### config.mk
export PLATFORM = sky130hd
export DESIGN_NAME = uart_tx_arbiter
export DESIGN_NICKNAME = d
export VERILOG_FILES = /design/src/rtl/uart_tx_arbiter.sv
export SDC_FILE = /design/constraint.sdc
export NUM_CORES = 1
export LEC_CHECK = 0
export CORE_AREA = 2 2 70 72
export DETAILED_ROUTE_END_ITERATION = 8
export DIE_AREA = 0 0 72 74
export GPL_ROUTABILITY_DRIVEN = 1
export PLACE_DENSITY = 0.92
export SLEW_MARGIN = 0
export SYNTH_ARGS = -nofsm -noshare
export SYNTH_HDL_FRONTEND = slang
export SYNTH_SLANG_ARGS = --single-unit
export TNS_END_PERCENT = 100
### constraint.sdc
create_clock -name clk -period 4.89 [get_ports clk]
set_clock_uncertainty 0.2 [all_clocks]
set_input_delay 0.978 -clock clk [delete_from_list [all_inputs] [get_ports clk]]
set_output_delay 0.978 -clock clk [all_outputs]
set_load 0.02 [all_outputs]
### src/rtl/uart_tx_arbiter.sv
// ---------------------------------------------------------------------------
// UartTxArbiter -- round-robin arbiter that shares one UART transmitter
// among N_REQ byte producers.
//
// Parameters
//   N_REQ      number of requesters (2..8)
//   TO_CYCLES  clk cycles allowed between tx_start and tx_done (16-bit)
//
// Ports
//   clk        single clock, all logic on its rising edge
//   rst_n      synchronous active-low reset
//   req        per-requester "byte pending"
//   lock       per-requester "keep the grant for the next byte"
//   data       byte of requester i on bits [8i+7:8i]
//   ack        one-cycle pulse, byte of requester i captured (one-hot or zero)
//   tx_start   one-cycle start pulse to the transmitter
//   tx_data    byte to the transmitter, held from tx_start until tx_done
//   tx_done    one-cycle completion pulse from the transmitter
//   busy       high whenever the FSM is not in IDLE
//   grant_id   index of the current or most recently granted requester
//   timeout    one-cycle pulse when the transmitter fails to answer in time
// ---------------------------------------------------------------------------
module uart_tx_arbiter #(
   parameter int N_REQ     = 4,
   parameter int TO_CYCLES = 65535
) (
   input  logic               clk,
   input  logic               rst_n,
   input  logic [N_REQ-1:0]   req,
   input  logic [N_REQ-1:0]   lock,
   input  logic [8*N_REQ-1:0] data,
   output logic [N_REQ-1:0]   ack,
   output logic               tx_start,
   output logic [7:0]         tx_data,
   input  logic               tx_done,
   output logic               busy,
   output logic [2:0]         grant_id,
   output logic               timeout
);

   typedef enum logic [1:0] {
      IDLE,
      START,
      WAIT
   } state_t;

   localparam logic [15:0] COUNT_LAST = 16'(TO_CYCLES - 1);
   localparam logic [2:0]  PTR_RESET  = 3'(N_REQ - 1);
   localparam logic [3:0]  N_WRAP     = 4'(N_REQ);

   state_t           state_q;
   logic [2:0]       ptr_q;
   logic [2:0]       grant_q;
   logic [15:0]      count_q;
   logic [N_REQ-1:0] ack_q;
   logic             tx_start_q;
   logic [7:0]       tx_data_q;
   logic             busy_q;
   logic             timeout_q;

   // Inputs widened to the 8-requester maximum so a 3-bit index always
   // addresses them without width games, whatever N_REQ is.
   logic [7:0]  req_pad;
   logic [7:0]  lock_pad;
   logic [63:0] data_pad;

   assign req_pad  = 8'(req);
   assign lock_pad = 8'(lock);
   assign data_pad = 64'(data);

   // Round-robin search: the first pending requester above the pointer,
   // wrapping modulo N_REQ. The pointer holds the last released requester,
   // so it is examined last and cannot starve anyone else.
   logic [2:0] winner_d;
   logic [3:0] cand_d;
   logic       found_d;

   always_comb begin
      winner_d = '0;
      cand_d   = '0;
      found_d  = 1'b0;
      for (int k = 1; k <= N_REQ; k++) begin
         cand_d = 4'({1'b0, ptr_q}) + 4'(k);
         if (cand_d >= N_WRAP) begin
            cand_d = cand_d - N_WRAP;
         end
         if (!found_d && req_pad[cand_d[2:0]]) begin
            found_d  = 1'b1;
            winner_d = cand_d[2:0];
         end
      end
   end

   // One-hot ack patterns for a fresh winner and for a locked re-grant.
   logic [7:0] onehot_win_d;
   logic [7:0] onehot_grant_d;

   assign onehot_win_d   = 8'b1 << winner_d;
   assign onehot_grant_d = 8'b1 << grant_q;

   // Main FSM. Every output comes straight from a register; pulse outputs
   // default low each cycle and are raised only on the edge that needs them.
   // A locked requester whose byte completes is served again straight from
   // WAIT, which is what makes a locked burst one cycle tighter than a normal
   // hand-over through IDLE. tx_done wins over an expiring counter.
   always_ff @(posedge clk) begin
      if (!rst_n) begin
         state_q    <= IDLE;
         ptr_q      <= PTR_RESET;
         grant_q    <= '0;
         count_q    <= '0;
         ack_q      <= '0;
         tx_start_q <= 1'b0;
         tx_data_q  <= 8'h00;
         busy_q     <= 1'b0;
         timeout_q  <= 1'b0;
      end else begin
         ack_q      <= '0;
         tx_start_q <= 1'b0;
         timeout_q  <= 1'b0;
         case (state_q)
            IDLE: begin
               if (req != '0) begin
                  tx_data_q <= data_pad[{winner_d, 3'b000} +: 8];
                  grant_q   <= winner_d;
                  ack_q     <= onehot_win_d[N_REQ-1:0];
                  busy_q    <= 1'b1;
                  state_q   <= START;
               end
            end
            START: begin
               tx_start_q <= 1'b1;
               count_q    <= '0;
               state_q    <= WAIT;
            end
            WAIT: begin
               if (tx_done) begin
                  if (lock_pad[grant_q] && req_pad[grant_q]) begin
                     tx_data_q <= data_pad[{grant_q, 3'b000} +: 8];
                     ack_q     <= onehot_grant_d[N_REQ-1:0];
                     state_q   <= START;
                  end else begin
                     ptr_q   <= grant_q;
                     busy_q  <= 1'b0;
                     state_q <= IDLE;
                  end
               end else if (count_q == COUNT_LAST) begin
                  timeout_q <= 1'b1;
                  ptr_q     <= grant_q;
                  busy_q    <= 1'b0;
                  state_q   <= IDLE;
               end else begin
                  count_q <= count_q + 16'd1;
               end
            end
            default: begin
               state_q <= IDLE;
               busy_q  <= 1'b0;
            end
         endcase
      end
   end

   assign ack      = ack_q;
   assign tx_start = tx_start_q;
   assign tx_data  = tx_data_q;
   assign busy     = busy_q;
   assign grant_id = grant_q;
   assign timeout  = timeout_q;

endmodule

# Word level (Yosys, flattened, before mapping)
# Cells that the tools add are included.
# word_totals
ff_bits,39
latch_bits,0
ram_bits,0
romBits,0
in_bits,43
out_inout_bits,18
n_memories,0
# op_classes
add_sub_neg,9
mul,0
n_div,0
order_cmp,9
eq_ne,11
shift,4
muxes,49
bitwise_logic,3
n_reduce_logical,19
# ops
operator,n
indexed part select 64 x 7 -> 8 bit,2
2-to-1 mux 3 bit,11
2-to-1 mux 16 bit,2
one-hot mux 16 bit (2 select lines),1
2-to-1 mux 8 bit,3
less-than comparator 3 x 4 -> 1 bit (second input constant),5
binary-select mux 1 bit (select 3 bit),6
adder 16 x 1 -> 16 bit (second input constant),1
== test 16 bit (second input constant),1
>= comparator 4 x 3 -> 1 bit (second input constant),4
2-to-1 mux 1 bit,16
one-hot mux 8 bit (2 select lines),1
2-to-1 mux 4 bit,3
inequality test 2 bit (second input constant),6
subtractor 3 bit (second input constant),4
adder 3 x 2 -> 4 bit (second input constant),2
one-hot mux 4 bit (2 select lines),1
AND reduction 4 bit,2
left shift 1 x 3 -> 4 bit (first input constant),2
2-to-1 mux 2 bit,3
inequality test 3 bit (second input constant),2
one-hot mux 2 bit (3 select lines),1
AND reduction 3 bit,2
nonzero test 2 bit,3
other kinds (12),20

# Longest topological paths before layout
# logic_depth
depth_word,18
mapped_depth,13
mapped_depth_nobuf,9

# Least setup slack after synthesis
# OpenSTA, ideal clock, no wires.
# synth_path
kind,reg-to-reg
startpoint,register ptr_q[0]
endpoint,"register tx_data_q[6], in the netlist tx_data[6]"
setup_ns,0.141
arrival_ns,2.870
t_required_ns,4.549
setup_slack_ns,1.679
stages_incl_launch_ff,13
path_buffers,4
cell_sequence,dfxtp_1 -> buf_2 -> inv_1 -> ha_1 -> buf_6 -> mux4_2 -> o21bai_1 -> a211oi_4 -> nand2b_1 -> buf_4 -> buf_12 -> mux2i_1 -> a211oi_2
# synth_between
elab_chain_cells,18
elab_cells_between_ends,40
cone_classes,add/sub: 8; order compare: 4; shift: 1; mux: 21; reduce/logical: 6
# synth_lines
element,line_no,text
"start, declared",52,logic [2:0] ptr_q;
"start signal, assigned",143,ptr_q <= grant_q;
"start signal, assigned",149,ptr_q <= grant_q;
adder 3 x 1 -> 4 bit,83,"cand_d = 4'({1'b0, ptr_q}) + 4'(k);"
>= comparator 4 x 3 -> 1 bit / subtractor 3 bit (equally long branches),"84, 85",
2-to-1 mux 3 bit,84,if (cand_d >= N_WRAP) begin
binary-select mux 1 bit (select 3 bit),87,if (!found_d && req_pad[cand_d[2:0]]) begin
2-to-1 mux 1 bit (not written as such),87,
2-to-1 mux 1 bit,87,
logical NOT 1 bit,87,
logical AND 1 bit,87,
[... 2 more ...],-,
logical AND 1 bit,87,
2-to-1 mux 1 bit,87,
logical NOT 1 bit,87,
logical AND 1 bit,87,
2-to-1 mux 3 bit (*),87,
indexed part select 64 x 7 -> 8 bit (*),124,"tx_data_q <= data_pad[{winner_d, 3'b000} +: 8];"
2-to-1 mux 8 bit (*),123,if (req != '0) begin
one-hot mux 8 bit (2 select lines) (*),121,case (state_q)
"end signal, assigned",124,
"end signal, assigned",139,"tx_data_q <= data_pad[{grant_q, 3'b000} +: 8];"
"end, declared",57,logic [7:0] tx_data_q;
# Every way passes the cells marked *; elsewhere a longest branch is shown, timed or not. The select of a mux whose other input is x is not followed.
# A chain may end at the register's enable or synchronous reset.

# Worst setup path in the final report
# layout_path
startpoint,register ptr_q[0]
endpoint,"register tx_data_q[4], in the netlist tx_data[4]"
# Same word-level chain as after synthesis.

==> flow_summary.yaml <==
critical_path:
  rr_worst_depth: 9
  worst_setup_path_start_kind: "flop"
  r2r_end: "tx_data[4]"
  endpoint_kind: "flop"
  critPathMaxFanout: 16
  cp.arrival_ns: 4.04
  cp.required_ns: 4.89
  r2r-start: "ptr_q[0]"
  path_class: "flop to flop"
  reg2reg_setup_slack_ns: 0.85
yosys:
  yosysWarnings: 0
  syn_area_per_cell_um2: 7.962
  synth_edf_count: 0
  yosysTopAreaCellShare_pct: 33.02
  synth_fp_nets: 344
  ys_types: 53
  netlist_instances: 297
  synth_area_leaders: "dfxtp_1 33%, nor2_1 7.5%, mux2i_1 5.9%"
  synth_ff_type: "dfxtp_1"
  synth_common_cells: "47 x nor2_1, 39 x dfxtp_1, 31 x nand2_1, 14 x mux2i_1, 13 x nand3_1"
  yosysTopAreaCell: "dfxtp_1"
  synthArstFlopShare_pct: 0
  synth_seq_cells: 39
  post-synth-top-count-cell: "nor2_1"
  synth_seq_area_share_pct: 33.02
  synth_area_um2: 2365
floorplan:
  die_h_um: 74
  dieArea_um2: 5328
  die_width_um: 72
  num_rows: 25
  start_util_pct: 51.43
  core_area_um2: 4598
  pin_count: 61
sta:
  tightestPinTransition_ns: 0.7220
  hold_ws_ns: 0.2874
  min_period_ns: 4.035
  hold_violations: 0
  setup-tns-final_ns: 0
  slew_headroom_pct: 51.87
  fmax_mhz: 247.8
  rsz0062_at_grt: "no"
  setup_viol: 0
  timing.final.max_slew_violations: 0
  fin_crit_sh_pct: 82.52
clocking:
  cts_hold_buf: 0
  cts-root-buf: "clkbuf_8"
  clockBufferDepth: 2
  cts_resized: 0
  cts_setup_buffers: 0
  cts_sinks: 39
  htreeDepth: 2
  clock_latency_ns: 0.30
  clk_pin_slew_worst_paths_ns: 0.09
  cts-buffers-inserted: 5
  cts_tree: "built"
layout:
  area_growth_pct: 30.63
  drive_above_1_share_pct: 5.352
  n_antenna_cell: 0
  utilization_pct: 67.18
  n_fill_cell: 368
  nets: 401
global_routing:
  grt_pass1_wl_um: 10160
  antenna_found_initial: 0
  grt_pass1_vias: 2201
  overflow: 0
  track_usage_pct: 23.77
  grt_max_degree: 22
flow_run:
  maxCapViolations: 0
routing:
  drt_pass1_iterations: 5
  routed_wl_um: 6005
  route.detailed.drc: 0
  wl_per_cell_um: 14.68
  viasPerCell: 5.912
  drtIter0Drc: 187
  postRouteAntennaNets: 0
  vias: 2418
hold_path:
  worstHoldPathCells: 2
  hold_path_end: "count_q[15]"
  min-delay-start: "count_q[15]"
  hp-class: "flop to flop"
power_and_ir_drop:
  irDropWorstVdd_mv: 0.1585
  power_per_cell_area_nw_per_um2: 294.7
  p_leak_nw: 1.183
place:
  gp_congestion: 0.9781
  portBuffers: 60
  detailed_place_hpwl_um: 4497
outcome:
  status: "completed"
## power breakdown
part	switching (mW)	internal [mW]
Combinational	0.139	0.125
Sequential	0.0225	0.340
Clock	0.119	0.165
## state kept, by name, summed over array words and instances (netlist names)
| name | flops |
|---|---|
| count_q | 16 |
| tx_data | 8 |
| ack | 4 |
| grant_id | 3 |
| ptr_q | 3 |
| state_q | 2 |
| busy | 1 |
| timeout | 1 |
| tx_start | 1 |
## worst max-delay path, cell delays in order, from the launching register on
cell       delay (ns)
dfxtp_1          0.71
inv_1            0.13
ha_1             0.46
mux2_2           0.38
nor3_1           0.25
o21bai_1         0.17
a211oi_4         0.44
nand2b_1         0.64
a2111oi_0        0.30
a211oi_1         0.27
## worst max path at each step
stage | to | depth (start not counted) | slack [ns] | start
floorplan | tx_data[6] | 12 | 1.68 | ptr_q[0]
global placement | tx_data[6] | 8 | 0.87 | req[1]
detailed placement | tx_data[0] | 8 | 0.69 | req[1]
CTS | tx_data[4] | 9 | 0.90 | ptr_q[0]
global route | tx_data[0] | 9 | 0.52 | ptr_q[0]
finish | tx_data[4] | 9 | 0.85 | ptr_q[0]
## routing by layer
metal / global-route usage [%] / up-vias / routed length (um)
met5: 0 / - / 0
met3: 5.962 / 8 / 401
met1: 29.49 / 1138 / 2520
li1: - / 1177 / -
met2: 41.15 / 95 / 3034
met4: 6.918 / 0 / 50
## cells in the final DEF (no fill, tap or decap), drive strengths merged, types with 2 or more instances in the layout
cell type and instances:
a31oi 3, o211ai 4, nand4 3, a211oi 11
mux2i 14, mux2 2, nand2b 7, dfxtp 39
xnor2 3, nor2 47, o211a 2, clkdlybuf4s50 60
and3 6, or3 3, ha 4, a2111oi 8
o21ai 11, nand3 13, xor2 4, and2 12
buf 2, nand3b 2, or2 2, a21oi 7
and4 2, inv 10, nor3 8, nand2 31
nor2b 9, clkbuf 6
## cell type report
class                   instances  area [um^2]  area share [%]
multi-input cells             236         1470           47.59
flip-flops and latches         39        780.7           25.27
repair buffers                 62        615.6           19.93
clock buffers                   6        82.58           2.673
well taps                      54        67.56           2.187
inverters                      10        37.54           1.215
clock inverters                 2        35.03           1.134
## through the flow
step / power, mW / instances / setup slack (ns) / instance area [um^2]
after floorplan: 0.5299 / 297 / 1.679 / 2365
after global placement: 0.6197 / 401 / 0.8727 / 2972
after detailed placement: 0.6275 / 401 / 0.6915 / 2972
after CTS: 0.9170 / 409 / 0.8956 / 3089
after global routing: 0.9533 / 409 / 0.5202 / 3089
final: 0.9105 / 409 / 0.8548 / 3089
## logic make-up after synthesis
kind of cell / Yosys count / synth area share (%)
AOI/OAI and AO/OA: 58 / 18.52
xor gates and xnor gates: 7 / 2.593
adders and majority gates: 4 / 2.116
buffers and inverters: 22 / 4.815
DFF: 39 / 33.02
muxes: 17 / 7.989
and+or+nand+nor: 150 / 30.95
Power figures use the tool's default switching activity.
